===== src/rtl/mux_scan_sampler_if.sv =====
// Selector-side bus of the mux scan sampler: scan control, selector drive/readback, result.
// Ports: START/ABORT/Q/Q_N into the sampler; SEL/CE_N/BUSY/DONE/DATA/ERR out of it.
interface mux_scan_sampler_if;
  logic       START;
  logic       ABORT;
  logic       Q;
  logic       Q_N;
  logic [2:0] SEL;
  logic       CE_N;
  logic       BUSY;
  logic       DONE;
  logic [7:0] DATA;
  logic       ERR;

  modport slave (
    input  START, ABORT, Q, Q_N,
    output SEL, CE_N, BUSY, DONE, DATA, ERR
  );

  modport master (
    output START, ABORT, Q, Q_N,
    input  SEL, CE_N, BUSY, DONE, DATA, ERR
  );
endinterface


===== src/rtl/mux_scan_sampler.sv =====
// Steps an external 8:1 selector through codes 0..7, samples Q after a settle time, reports DATA/ERR.
// Ports: CLK, RESET_N (async active-low), bus (slave modport: START/ABORT/Q/Q_N in, SEL/CE_N/BUSY/DONE/DATA/ERR out).
module mux_scan_sampler #(
  parameter int SETTLE_CYCLES = 2
) (
  input  logic                CLK,
  input  logic                RESET_N,
  mux_scan_sampler_if.slave   bus
);

  typedef enum logic [1:0] {
    S_IDLE,
    S_SETTLE,
    S_SAMPLE,
    S_DONE
  } state_e;

  localparam logic [3:0] RELOAD = 4'(SETTLE_CYCLES - 1);

  state_e     state_q, state_d;
  logic [2:0] sel_q, sel_d;
  logic [3:0] cnt_q, cnt_d;
  logic [7:0] shadow_q, shadow_d;
  logic       mis_q, mis_d;
  logic [7:0] data_q, data_d;
  logic       err_q, err_d;

  always_ff @(posedge CLK or negedge RESET_N) begin
    if (!RESET_N) begin
      state_q  <= S_IDLE;
      sel_q    <= 3'd0;
      cnt_q    <= 4'd0;
      shadow_q <= 8'd0;
      mis_q    <= 1'b0;
      data_q   <= 8'd0;
      err_q    <= 1'b0;
    end else begin
      state_q  <= state_d;
      sel_q    <= sel_d;
      cnt_q    <= cnt_d;
      shadow_q <= shadow_d;
      mis_q    <= mis_d;
      data_q   <= data_d;
      err_q    <= err_d;
    end
  end

  always_comb begin
    state_d  = state_q;
    sel_d    = sel_q;
    cnt_d    = cnt_q;
    shadow_d = shadow_q;
    mis_d    = mis_q;
    data_d   = data_q;
    err_d    = err_q;
    unique case (state_q)
      S_IDLE: begin
        if (bus.START && !bus.ABORT) begin
          state_d  = S_SETTLE;
          sel_d    = 3'd0;
          cnt_d    = RELOAD;
          shadow_d = 8'd0;
          mis_d    = 1'b0;
          err_d    = 1'b0;
        end
      end
      S_SETTLE: begin
        if (bus.ABORT) begin
          state_d = S_IDLE;
        end else if (cnt_q == 4'd0) begin
          state_d = S_SAMPLE;
        end else begin
          cnt_d = cnt_q - 4'd1;
        end
      end
      S_SAMPLE: begin
        if (bus.ABORT) begin
          state_d = S_IDLE;
        end else begin
          shadow_d[sel_q] = bus.Q;
          mis_d = mis_q | (bus.Q == bus.Q_N);
          if (sel_q == 3'd7) begin
            // Publish includes the bit-7 sample taken on this same edge.
            state_d = S_DONE;
            data_d  = shadow_d;
            err_d   = mis_d;
          end else begin
            state_d = S_SETTLE;
            sel_d   = sel_q + 3'd1;
            cnt_d   = RELOAD;
          end
        end
      end
      S_DONE: begin
        state_d = S_IDLE;
      end
      default: begin
        state_d = S_IDLE;
      end
    endcase
  end

  assign bus.SEL  = sel_q;
  assign bus.BUSY = (state_q == S_SETTLE) || (state_q == S_SAMPLE);
  assign bus.CE_N = !bus.BUSY;
  assign bus.DONE = (state_q == S_DONE);
  assign bus.DATA = data_q;
  assign bus.ERR  = err_q;

endmodule

===== src/flat_wrapper.sv =====
// flat-port wrapper written by rule: the top's interface ports become plain ports
module mux_scan_sampler_flat 
#(
  parameter int SETTLE_CYCLES = 2
)
  (CLK, RESET_N, bus_START, bus_ABORT, bus_Q, bus_Q_N, bus_SEL, bus_CE_N, bus_BUSY, bus_DONE, bus_DATA, bus_ERR);
  mux_scan_sampler_if bus_i ();
  input  logic CLK;
  input  logic RESET_N;
  input wire logic [$bits(bus_i.START)-1:0] bus_START;
  input wire logic [$bits(bus_i.ABORT)-1:0] bus_ABORT;
  input wire logic [$bits(bus_i.Q)-1:0] bus_Q;
  input wire logic [$bits(bus_i.Q_N)-1:0] bus_Q_N;
  output wire logic [$bits(bus_i.SEL)-1:0] bus_SEL;
  output wire logic [$bits(bus_i.CE_N)-1:0] bus_CE_N;
  output wire logic [$bits(bus_i.BUSY)-1:0] bus_BUSY;
  output wire logic [$bits(bus_i.DONE)-1:0] bus_DONE;
  output wire logic [$bits(bus_i.DATA)-1:0] bus_DATA;
  output wire logic [$bits(bus_i.ERR)-1:0] bus_ERR;
  assign bus_i.START = bus_START;
  assign bus_i.ABORT = bus_ABORT;
  assign bus_i.Q = bus_Q;
  assign bus_i.Q_N = bus_Q_N;
  assign bus_SEL = bus_i.SEL;
  assign bus_CE_N = bus_i.CE_N;
  assign bus_BUSY = bus_i.BUSY;
  assign bus_DONE = bus_i.DONE;
  assign bus_DATA = bus_i.DATA;
  assign bus_ERR = bus_i.ERR;
  mux_scan_sampler #(.SETTLE_CYCLES(SETTLE_CYCLES)) u_core (.CLK(CLK), .RESET_N(RESET_N), .bus(bus_i));
endmodule

===== config.mk =====
export PLATFORM = sky130hd
export DESIGN_NAME = mux_scan_sampler_flat
export DESIGN_NICKNAME = d
export VERILOG_FILES = /design/src/rtl/mux_scan_sampler_if.sv /design/src/rtl/mux_scan_sampler.sv /design/src/flat_wrapper.sv
export SDC_FILE = /design/constraint.sdc
export NUM_CORES = 1
export LEC_CHECK = 0
export BUFFER_PORTS_ARGS = -buffer_cell sky130_fd_sc_hd__buf_2
export CORE_MARGIN = 5
export CORE_UTILIZATION = 30
export CTS_CLUSTER_DIAMETER = 30
export DETAILED_ROUTE_END_ITERATION = 10
export PLACE_DENSITY = 0.57
export SYNTH_ARGS = -nofsm -noshare
export SYNTH_HDL_FRONTEND = slang
export SYNTH_SLANG_ARGS = --single-unit

===== constraint.sdc =====
create_clock -name CLK -period 1.7 [get_ports CLK]
set_input_delay 0.17 -clock CLK [delete_from_list [all_inputs] [get_ports CLK]]
set_output_delay 0.17 -clock CLK [all_outputs]
set_load 0.05 [all_outputs]

[Word-level counts from Yosys, hierarchy flattened]
Index checks and enable logic that the tools add are counted.
Word-level totals
  bits in registers: 27
  output and inout port bits: 15
  word-level logic and storage cells: 68
Cells by class
  $add $sub $neg: 2
  $lt $le $gt $ge: 2
  eq/ne operators: 12
  mux-type cells: 28
  bitwise operators: 2
  reduce and logical (&&, ||, !) cells: 15
Operators by type and width (count)
  4-bit 2-to-1 mux: 5
  8-bit 2-to-1 mux: 2
  8-bit case mux with 2 select lines: 1
  4-bit case mux with 3 select lines: 1
  2-bit 2-to-1 mux: 5
  3-bit 2-to-1 mux: 3
  8-bit bitwise mux: 1
  2-bit != test (second input constant): 4
  2-bit case mux with 4 select lines: 1
  4-bit AND reduction: 2
  3-bit case mux with 2 select lines: 1
  3-bit AND reduction: 2
  6-bit AND reduction: 1
  1-bit 2-to-1 mux: 5
  2-bit equality test (second input constant): 2
  4-bit zero test: 1
  3-bit by 4-bit less-than comparator with 1-bit output (second input constant): 1
  2-bit by 1-bit != test with 1-bit output (second input constant): 2
  1-bit case mux with 2 select lines: 2
  4-bit by 1-bit subtractor with 4-bit output (second input constant): 1
  3-bit by 1-bit adder with 3-bit output (second input constant): 1
  1-bit demux with 3-bit select: 1
  3-bit equality test (second input constant): 1
  3-bit by 1-bit >= comparator with 1-bit output (second input constant): 1
  12 further kinds: 14

[Longest topological paths before layout]
Gate-level depths: netlist (run 1).
  depth after elaboration: 7
  gate-level depth with buffers: 8
  depth with buffers taken out: 6

[Worst setup path before layout (run 1)]
OpenSTA, ideal clock, no wires.
  path type: register to register
  start point: register u_core.sel_q[0] (netlist: u_core.bus.SEL[0])
  end point: register u_core.sel_q[0] (netlist: u_core.bus.SEL[0])
  setup time: 125 ps
  arrival: 1912 ps
  path slack: -336 ps
  cell stages (with the launch flop): 7
  buffers on the path: 0
  clock period less this slack: 2036 ps
  cell sequence: dfrtp_1 > ha_1 > ha_1 > and2_2 > nor3_1 > o21ai_1 > mux2_2
On the way
  cells in the longest elaborated chain, start to end: 4
Ends and longest elaborated chain
  start: declaration: line mux_scan_sampler.sv:21  | logic [2:0] sel_q, sel_d;
  start signal: assignment: line mux_scan_sampler.sv:39  | sel_q <= sel_d;
  3-bit by 1-bit adder with 3-bit output: line mux_scan_sampler.sv:89  | sel_d = sel_q + 3'd1;
  3-bit 2-to-1 mux: line mux_scan_sampler.sv:82  | if (sel_q == 3'd7) begin
  3-bit 2-to-1 mux: line mux_scan_sampler.sv:77  | if (bus.ABORT) begin
  3-bit case mux with 2 select lines: line mux_scan_sampler.sv:56  | unique case (state_q)
Parallel ways exist; a longest one is shown, timed or not. The select of a mux whose other input is x is not followed.
A chain may end at the register's enable or synchronous reset.

[Final worst setup path (run 1)]
  start point: register u_core.cnt_q[2]
  end point: register u_core.cnt_q[3]
On the way
  cells in the longest elaborated chain, start to end: 4
Ends and longest elaborated chain
  start: declaration: line mux_scan_sampler.sv:22  | logic [3:0] cnt_q, cnt_d;
  start signal: assignment: line mux_scan_sampler.sv:40  | cnt_q <= cnt_d;
  4-bit by 1-bit subtractor with 4-bit output: line mux_scan_sampler.sv:73  | cnt_d = cnt_q - 4'd1;
  4-bit 2-to-1 mux: line mux_scan_sampler.sv:70  | end else if (cnt_q == 4'd0) begin
  4-bit 2-to-1 mux: line mux_scan_sampler.sv:68  | if (bus.ABORT) begin
  4-bit case mux with 3 select lines: line mux_scan_sampler.sv:56
Parallel ways exist; a longest one is shown, timed or not. The select of a mux whose other input is x is not followed.

==> results of run 1 <==
[registers in the layout (all words and copies together), names as in the netlist]
register         count
u_core.bus.DATA      8
u_core.bus.ERR       1
u_core.bus.SEL       3
u_core.cnt_q         4
u_core.mis_q         1
u_core.shadow_q      8
u_core.state_q       2
[power breakdown]
part	internal [mW]	total (mW)	switching (mW)
Combinational	0.677	1.50	0.826
Sequential	0.743	0.837	0.0943
Clock	0.166	0.371	0.205
Total	1.59	2.71	1.13
[repair_timing]
action,in CTS,in global routing
setup endpoints to repair,1,12
pin swaps,0,4
cloned,0,0
hold buffers,1,0
hold endpoints to repair,27,0
setup buffers,0,5
resized for setup,1,14
[layout make-up]
cell class / instances / share of cell area
inverters: 7 / 0.0134
clock buffers: 3 / 0.0210
well taps: 67 / 0.0426
clock inverters: 1 / 0.00381
multi-input cells: 111 / 0.430
repair buffers: 44 / 0.144
flip-flops and latches: 27 / 0.345
[synthesized netlist by cell type (all sizes together), types with 2 or more instances]
cell,instances,area (um2)
nand2b,2,12.5
inv,7,26.3
o211ai,2,15.0
and2b,2,18.8
o21ai,22,110
nor2,10,37.5
ha,10,125
or4b,2,20.0
nor3b,3,22.5
mux2i,11,110
nor3,3,15.0
a22o,3,26.3
nand3b,2,15.0
mux2,2,22.5
dfrtp,27,676
nand2,22,82.6
nand3,3,15.0
clkbuf,8,33.8
[worst max-delay path, delay by kind of cell (launching register included)]
family / cells / cell delay (ns)
AO/OA/AOI/OAI: 1 / 0.16
flip-flops: 1 / 0.46
AND/OR/NAND/NOR: 2 / 0.97
[stage by stage]
stage                     power (mW)  cells  worst slack, ns  setup TNS, ns   util
final                           2.71    260           0.0368              0  0.414
after detailed placement        2.15    250          0.00191              0  0.382
after global placement          2.15    250           0.0408              0  0.382
after floorplan                 1.75    154         0.000888              0      -
after CTS                       2.55    255          0.00571              0  0.395
after global routing            2.93    260          -0.0577        -0.0669  0.414
[final timing paths]
check                                   start            endpoint  slack, ns  depth (start not counted)
setup reg to reg              u_core.cnt_q[2]     u_core.cnt_q[3]       0.04                          3
hold reg to reg            u_core.bus.DATA[3]  u_core.bus.DATA[3]       0.48                          2
max in group asynchronous             RESET_N   u_core.bus.SEL[2]       0.81                          2
setup / recovery              u_core.cnt_q[2]     u_core.cnt_q[3]       0.04                          3
min in group asynchronous             RESET_N  u_core.bus.DATA[1]       0.45                          2
hold / removal                      bus_ABORT     u_core.cnt_q[3]       0.30                          4
[metal layers]
metal  vias to the layer above  global-route usage  part of all wire
li1                        616                   -                 -
met1                       573               0.146              0.48
met2                        24               0.166              0.47
met3                         4              0.0280             0.041
met4                         0              0.0236            0.0077
met5                         -                   0                 0
[kinds of logic (layout without fill, tap and decap cells)]
family | after synthesis | in the layout | share of synthesized area
simple gates | 53 | 53 | 0.182
compound gates | 34 | 34 | 0.141
flops | 27 | 27 | 0.454
buf+inv | 16 | 55 | 0.0437
mux | 13 | 13 | 0.0892
fa+ha+maj | 10 | 10 | 0.0841
xor+xnor | 1 | 1 | 0.00589
==> metrics list, run 1 <==
- Outcome: finished clean
- In the routed design, unresolved DRC markers number 0.
- Data arrival time of the worst path: 1.86 ns
* Sum of net half-perimeters after detailed placement: 2360 um
* Final Slew Violations: 0
* Gate count of the mapped netlist: 154
- TritonCTS Sinks: 27
- Summed over all cells, the static leakage comes to 0.929 nW.
- Drt total wl: 3270 um
* Startpoint-to-endpoint class of the critical path: reg -> reg
- Headroom to the max-slew limit came out at 0.583.
* Register bit total from synthesis: 27
* Cell area power density: 1380 mW/mm2
* Sequential share of the synthesized area: 0.454
* Fraction of registers with async set/reset: 1.00
- Die outline height: 80.4 um
- In this run the core area contains 25 standard-cell rows.
- Once detail routing completed, the nets flagged for antenna violations numbered 0.
- Die extent in x: 80.4 um
- Across the routed clock network, the largest skew measured is 0.00412 ns.
* Net count of the mapped netlist: 170
- The initial antenna violation count is 0.
- CP Max Fanout: 4
- Fill cells in the final layout number 493.
- Core ar.: 0.00475 mm2
* Max-cap violations: 0
- Congestion Overflow GR: 0
* Top library cells by usage in the layout, fill and taps aside: sky130_fd_sc_hd__dfrtp_1, sky130_fd_sc_hd__buf_4, sky130_fd_sc_hd__nand2_1, sky130_fd_sc_hd__buf_2, sky130_fd_sc_hd__o21ai_0
* Io pins: 21
- Each instance of the synthesized netlist takes up on average 9.66 um2.
* FF+latch area: 679 um2
- Layout Area Growth over Synthesis: 32.3%
- Area of the multi-input gates: 847 um2
* Insertion delay to the later sink of the worst-skew pair: 0.27 ns
* Clock transition at the registers of the reported paths: 0.09 ns
- H-tree Lvls: 1
* Final Critical Period: 1.66 ns
* Antenna Cells: 0
* Design Area, Final: 0.00197 mm2
- Classification of the worst-slack hold path: in -> reg
- For this run, the detailed router's first-pass iteration total came to 4.
- For this block, the initial DRC count from the detailed router was 33.
- VDD sags by at most 1.62 mV.
- Count of yosys warnings during synthesis: 0
- Most frequent standard cell in the layout excluding fill and tap cells: sky130_fd_sc_hd__dfrtp_1
- The critical path goes through or4_4, or4b_1, o211ai_1.
- Worst slew pin tran: 0.626 ns
- Unrepaired setup endpoints after global routing: yes
- Cell chosen for the clock root: sky130_fd_sc_hd__clkbuf_8
- Max Clock Freq: 0.601 GHz
- Number of buffers added on ports: 20
- The routed layout has 1217 vias.
* All-layer global routing usage: 0.106
- Stage delay of the slowest cell on the critical path: 0.50 ns
* Critical Path Slowest Stage Cell: sky130_fd_sc_hd__or4_4
- The placed instances occupy a cell area of 0.00182 mm2.
- The first global-routing pass estimated 5430 um of wire.
* Post-route worst hold slack: 0.296 ns
- The congestion estimate from routability-driven global placement came to 0.846.
* Pin count of the biggest net entering global routing: 28
- Hold Vio Cnt, Final: 0
- Number of failing setup endpoints in the final timing report: 0
- After detailed routing, the number of vias per cell comes to 4.68.
- Clock buffers created by TritonCTS: 3
* Cell area after synthesis: 0.00149 mm2
- Final worst path period share: 0.978
- Post-layout net count: 210
- Sort of element at the end of the critical path: flop
- Initial Utilization: 0.313
- Number of distinct library cell variants in the gate-level netlist after synthesis: 34
* DIE AREA: 0.00647 mm2
* Clock tree from TritonCTS: done
- In this run, synthesis inferred 0 flip-flops with an integrated enable.
- In the final layout, the share of cells above drive strength 1 is 0.373.
- For the worst setup path, the data required time is 1.89 ns.
* Wire length per cell: 12.6 um
* Max Root-Sink Buffers: 2
- The most used flip-flop cell after synthesis is sky130_fd_sc_hd__dfrtp_1.
- Nature of the critical path startpoint: flop
- Number of global-route vias before repair: 1115
Note: power is estimated with default switching activity, not from simulation.
==> run 2: changes to the inputs <==
==> constraint.sdc (replaced) <==
create_clock -name CLK -period 1.7 [get_ports CLK]
set_input_delay 0.085 -clock CLK [delete_from_list [all_inputs] [get_ports CLK]]
set_output_delay 0.085 -clock CLK [all_outputs]
set_load 0.05 [all_outputs]
==> metrics list, run 2 (same netlist as run 1, synthesis figures left out) <==
- TritonCTS built the clock tree.
* Classification of the worst-slack hold path: in -> reg
* Cell count after placement: 251
- Via/cell ratio: 4.53
- Buffers placed on the I/O ports in this run total 20.
* GR Util met1: 0.147
- Outcome: finished clean
* Insertion delay to the later sink of the worst-skew pair: 0.28 ns
- End of the worst register-to-register path: u_core.cnt_q[0]
- The setup check on the worst reg-to-reg path leaves a slack of 0.06 ns.
- Static leakage: 0.928 nW
- Drt total wl: 3350 um
* Nature of the critical path startpoint: flop
- For met2 alone, demand over resource in global routing was 0.175.
* Design Area, Final: 0.00197 mm2
* Final worst path period share: 0.966
- Final Slew Violations: 0
* Core ar.: 0.00475 mm2
- Die outline height: 80.4 um
- Post-layout net count: 210
- Die extent in x: 80.4 um
* Initial Utilization: 0.313
- Wire length of the first global-routing pass: 5580 um
- In the final layout, the share of cells above drive strength 1 is 0.368.
* Post-Route Skew: 0.00482 ns
- Antenna Cells: 0
* Accumulated negative setup slack: 0 ns
* Cell chosen for the clock root: sky130_fd_sc_hd__clkbuf_8
* Fraction of met3 tracks used by global routing: 0.0213
* Congestion Overflow GR: 0
- The final route contains 1177 vias.
* Violation count after the first detailed-route iteration: 33
- Final Critical Period: 1.64 ns
- Data arrival time of the worst path: 1.81 ns
- Clock transition at the registers of the reported paths: 0.10 ns
- The number of global-route vias before repair was 1166.
- Startpoint-to-endpoint class of the critical path: reg -> reg
- CP Max Fanout: 3
- The worst hold path begins at bus_ABORT.
- Buffers inserted during clock tree synthesis total 3.
* Remaining max-slew budget at the tightest pin: 0.589
- All-layer global routing usage: 0.111
* DIE AREA: 0.00647 mm2
- Required @ worst endpoint: 1.87 ns
- Once detail routing completed, the nets flagged for antenna violations numbered 0.
- Max Root-Sink Buffers: 2
- The layer flagged by global routing as most heavily used is met2.
* Worst slew pin tran: 0.617 ns
- Routability Congestion: 0.818
* Top library cells by usage in the layout, fill and taps aside: sky130_fd_sc_hd__buf_4, sky130_fd_sc_hd__dfrtp_1, sky130_fd_sc_hd__nand2_1, sky130_fd_sc_hd__buf_2, sky130_fd_sc_hd__o21ai_0
* End point of the most critical hold path: u_core.cnt_q[3]
- The count of cells in the finished layout, fillers not included, comes to 260.
- Number of cells traversed by the worst register-to-register path: 5
* Pre-Repair DR Iteration Count: 4
* Number of failing setup endpoints in the final timing report: 0
- Cell area after placement: 0.00182 mm2
- Io pins: 21
- The initial antenna violation count was 0.
* Wire length per cell: 12.9 um
- Worst Hold Path Cells: 4
- Entering global routing, the biggest net connects 28 pins.
- Startpoint of the lowest-slack register-to-register path: u_core.cnt_q[1]
* Cell area power density: 1390 mW/mm2
- The initialized floorplan defines 25 standard-cell rows.
- From synthesis to final layout, the design area changed by 32.5%.
* Sort of element at the end of the critical path: flop
- The tree built by TritonCTS fans out to 27 sinks.
- In the routed design, unresolved DRC markers number 0.
* Hold Vio Cnt, Final: 0
* H-tree Lvls: 1
* VDD IR max: 1.60 mV
* Max Clock Freq: 0.609 GHz
- The wire-length estimate of the detail-placed layout is 2390 um.
- Across the run, the number of max-cap violations was 0.
[run 2: metal layers]
layer  vias up  routed length [um]
met5         -                   0
met4         0                  30
met3         2                 132
met2        20                1550
met1       542                1640
li1        613                   -
[run 2: worst max path at each step]
stage / start / to / cells past startpoint
after floorplan: u_core.bus.SEL[1] / u_core.bus.SEL[0] / 6
after global placement: u_core.cnt_q[1] / u_core.state_q[0] / 6
after detailed placement: u_core.state_q[0] / u_core.cnt_q[0] / 6
after CTS: u_core.cnt_q[1] / u_core.state_q[1] / 6
after global routing: u_core.cnt_q[1] / u_core.cnt_q[0] / 5
final: u_core.cnt_q[1] / u_core.cnt_q[0] / 5
[run 2: timing repair]
action	CTS	global route
cloned	0	0
hold endpoints to repair	27	0
setup buffers	0	4
hold buffers	1	0
gates resized for setup	1	14
setup endpoints to repair	1	25
pin swaps	0	3
[run 2: critical path, stage by stage (launching register included)]
cell                      delay, ns
sky130_fd_sc_hd__dfrtp_1       0.40
sky130_fd_sc_hd__inv_2         0.07
sky130_fd_sc_hd__ha_2          0.18
sky130_fd_sc_hd__nor3b_4       0.15
sky130_fd_sc_hd__or4b_4        0.51
sky130_fd_sc_hd__o221a_1       0.23
[run 2: per-stage QoR]
stage	hold WS, ns	utilization	setup slack [ns]	power, mW
finish	0.213	0.415	0.0581	2.74
global route	0.229	0.415	-0.00969	2.93
CTS	0.204	0.397	0.0164	2.55
detailed placement	0.142	0.384	-0.00201	2.15
global placement	0.138	0.384	0.0180	2.15
floorplan	-0.211	-	0.000888	1.75
[run 2: cell type report]
cell class | instances | area, um2
well taps | 67 | 83.8
fillers | 491 | 2780
clock buffers | 3 | 41.3
repair buffers | 44 | 283
clock inverters | 1 | 7.51
multi-input cells | 111 | 850
inverters | 7 | 26.3
flip-flops and latches | 27 | 681
[run 2: where the power goes]
part,internal (mW),switching [mW],total [mW]
clock network,0.167,0.213,0.380
registers,0.745,0.0983,0.843
logic,0.686,0.827,1.51
total,1.60,1.14,2.74
==> run 3: changes to the inputs <==
--- a/config.mk
+++ b/config.mk
@@ -8,8 +8,8 @@
 export BUFFER_PORTS_ARGS = -buffer_cell sky130_fd_sc_hd__buf_2
 export CORE_MARGIN = 5
-export CORE_UTILIZATION = 30
+export CORE_UTILIZATION = 50
 export CTS_CLUSTER_DIAMETER = 30
 export DETAILED_ROUTE_END_ITERATION = 10
-export PLACE_DENSITY = 0.57
+export PLACE_DENSITY = 0.82
 export SYNTH_ARGS = -nofsm -noshare
 export SYNTH_HDL_FRONTEND = slang
==> constraint.sdc (replaced) <==
create_clock -name CLK -period 1.7 [get_ports CLK]
set_input_delay 0.17 -clock CLK [delete_from_list [all_inputs] [get_ports CLK]]
set_output_delay 0.17 -clock CLK [all_outputs]
set_load 0.05 [all_outputs]
==> metrics list, run 3 (same netlist as run 1, synthesis figures left out) <==
- The total count of max-transition violations in the final report is 0.
- Hold Vio Cnt, Final: 0
* Final Critical Period: 1.68 ns
* Family of cells with the greatest summed delay on the critical path: flip-flops
* Number of global-route vias before repair: 1292
- For this run, the top clock speed supported by timing is 0.594 GHz.
- Routability Congestion: 0.811
* Cell area after placement: 0.00176 mm2
- Antenna Cells: 0
- The die covers 0.00417 mm2.
* Number of cells traversed by the worst register-to-register path: 6
- Of the total power, the share spent switching nets is 0.437.
- CP Max Fanout: 5
- The initial antenna violation count is 0.
- Max-cap violations in this run came to 0.
* Unrepaired setup endpoints after global routing: yes
* Congestion Overflow GR: 0
- Cell chosen for the clock root: sky130_fd_sc_hd__clkbuf_4
- In this run the critical register-to-register path is captured at u_core.cnt_q[0].
* Worst reg-to-reg setup slack: 0.02 ns
- Static leakage: 0.897 nW
- Layout cell share with drive strength beyond 1: 0.323
- STA classifies the critical path endpoint as a flop.
- Insertion delay to the later sink of the worst-skew pair: 0.32 ns
- Core ar.: 0.00281 mm2
* Max Root-Sink Buffers: 2
- Number of design rule violations left after detail routing: 0
- The routed layout has 1231 vias.
- Outcome: finished clean
- Wire length per cell: 14.8 um
* Via/cell ratio: 5.67
- The number of clock buffers added by TritonCTS is 3.
- H-tree Lvls: 1
- IR analysis of the VDD net gives a maximum drop of 1.25 mV.
- Sequential cell fraction of total power: 0.331
* Pre-Repair DR Iteration Count: 4
* All-layer global routing usage: 0.166
- Number of nets with antenna violations after detailed routing: 0
* Data arrival time of the worst path: 1.91 ns
- End point of the most critical hold path: u_core.cnt_q[2]
- Startpoint of the lowest-slack register-to-register path: u_core.state_q[0]
* Initial Utilization: 0.530
* Pin count of the biggest net entering global routing: 28
* Number of failing setup endpoints in the final timing report: 0
- Most frequent standard cell in the layout excluding fill and tap cells: sky130_fd_sc_hd__dfrtp_1
- Detailed placement ended at an HPWL of 2430 um.
- Layout Area Growth over Synthesis: 25.0%
- The tree built by TritonCTS fans out to 27 sinks.
* Final standard cell utilization of the core: 0.663
- The first global-routing pass estimated 5650 um of wire.
* Net Switching: 1.11 mW
- The worst setup path is of the reg -> reg kind.
- The tightest hold path in the finished design has a slack of 0.205 ns.
- On the critical path, the stage with the largest delay is an instance of sky130_fd_sc_hd__dfrtp_1.
- Of the total power, combinational logic draws 0.557.
- Clock tree from TritonCTS: done
- Die extent in x: 64.5 um
* Accumulated negative setup slack: 0 ns
- Internal power consumption: 1.43 mW
- After the first detailed-routing iteration, the DRC count stood at 56.
- The finished cells cover 0.00186 mm2.
* Worst slew pin tran: 0.594 ns
* Hold Path Origin: bus_ABORT
- Fraction of power consumed by the clock network: 0.112
- The final layout contains 203 nets.
- During I/O placement, the number of pins put on the boundary was 21.
- After floorplanning, the core was divided into 19 placement rows.
* Nature of the critical path startpoint: flop
- Stage delay of the slowest cell on the critical path: 0.42 ns
- Number of buffers added on ports: 20
- In the finished design, the share of the clock period the worst path needs comes to 0.990.
- Drt total wl: 3220 um
- Classification of the worst-slack hold path: in -> reg
- Dividing total power by cell area gives a power density of 1370 mW/mm2.
- The die is 64.5 um tall.
- For the final database, setup skew stands at 0.00231 ns.
- Clock transition at the registers of the reported paths: 0.15 ns
- Buf/Inv on CP: 1
- The critical path goes through inv_1, ha_4, and2b_4, nor3_4, mux2_2, o221a_1.
- In this run the tightest slew margin relative to its limit is 0.604.
* Required @ worst endpoint: 1.93 ns
* Worst Hold Path Cells: 3
* Top library cells by usage in the layout, fill and taps aside: sky130_fd_sc_hd__dfrtp_1, sky130_fd_sc_hd__nand2_1, sky130_fd_sc_hd__buf_2, sky130_fd_sc_hd__o21ai_0, sky130_fd_sc_hd__buf_4
-- run 3: changes by cell type in the layout (fill, tap and decap cells not counted), moves of 3 or more --
cell / delta
sky130_fd_sc_hd__inv_1: +3
sky130_fd_sc_hd__inv_2: -3
sky130_fd_sc_hd__clkbuf_4: +3
sky130_fd_sc_hd__buf_4: -8
sky130_fd_sc_hd__clkbuf_8: -3
-- run 3: worst max-delay path by stage --
| stage | to | cells past startpoint | slack, ns | startpoint |
|---|---|---|---|---|
| after floorplan | u_core.bus.SEL[0] | 6 | 0.0009 | u_core.bus.SEL[1] |
| after global placement | u_core.cnt_q[0] | 6 | 0.06 | u_core.state_q[1] |
| after detailed placement | u_core.state_q[0] | 6 | -0.05 | u_core.cnt_q[1] |
| after CTS | u_core.cnt_q[0] | 6 | 0.02 | u_core.state_q[1] |
| after global routing | u_core.state_q[1] | 6 | -0.07 | u_core.cnt_q[0] |
| final | u_core.cnt_q[0] | 6 | 0.02 | u_core.state_q[0] |
-- run 3: stage by stage --
step / worst slack [ns] / power (mW) / cells
6_report: 0.0177 / 2.55 / 217
5_1_grt: -0.0686 / 2.73 / 217
4_1_cts: 0.0230 / 2.43 / 216
3_5_place_dp: -0.0512 / 2.13 / 211
3_3_place_gp: 0.0590 / 2.06 / 211
2_1_floorplan: 0.000888 / 1.75 / 154
-- run 3: area by class of cell --
type / count / area (um2)
clock buffers: 3 / 22.5
clock inverters: 1 / 7.51
fillers: 212 / 946
inverters: 7 / 26.3
multi-input cells: 111 / 841
flip-flops and latches: 27 / 681
well taps: 31 / 38.8
repair buffers: 37 / 243
-- run 3: what timing repair did --
item	4_1_cts	5_1_grt
resized for setup	3	7
hold endpoints to repair	27	0
hold buffers	1	0
buffers inserted	0	1
endpoints found under the setup margin	3	13
gates cloned	0	0
-- run 3: power groups by stage --
stage / logic, mW / registers (mW) / clock network, mW
3_5_place_dp: 1.29 / 0.838 / 0
6_report: 1.42 / 0.843 / 0.285
2_1_floorplan: 0.905 / 0.850 / 0
4_1_cts: 1.31 / 0.829 / 0.294
5_1_grt: 1.56 / 0.854 / 0.316
3_3_place_gp: 1.24 / 0.828 / 0
-- run 3: routing by layer --
| layer | wire length [um] | share of wire | GRT usage | vias up |
|---|---|---|---|---|
| met5 | 0 | 0 | 0 | - |
| met4 | 33 | 0.010 | 0.0501 | 0 |
| met3 | 179 | 0.056 | 0.0311 | 4 |
| met2 | 1650 | 0.51 | 0.289 | 37 |
| met1 | 1360 | 0.42 | 0.209 | 589 |
| li1 | - | - | - | 601 |
-- run 3: worst register-to-register path: cells and delay by family, from the launching register on --
kind / cells / cell delay [ns]
AOI/OAI and AO/OA: 1 / 0.25
buffers and inverters: 1 / 0.20
DFF: 1 / 0.42
muxes: 1 / 0.29
and+or+nand+nor: 2 / 0.24
adders and majority gates: 1 / 0.20
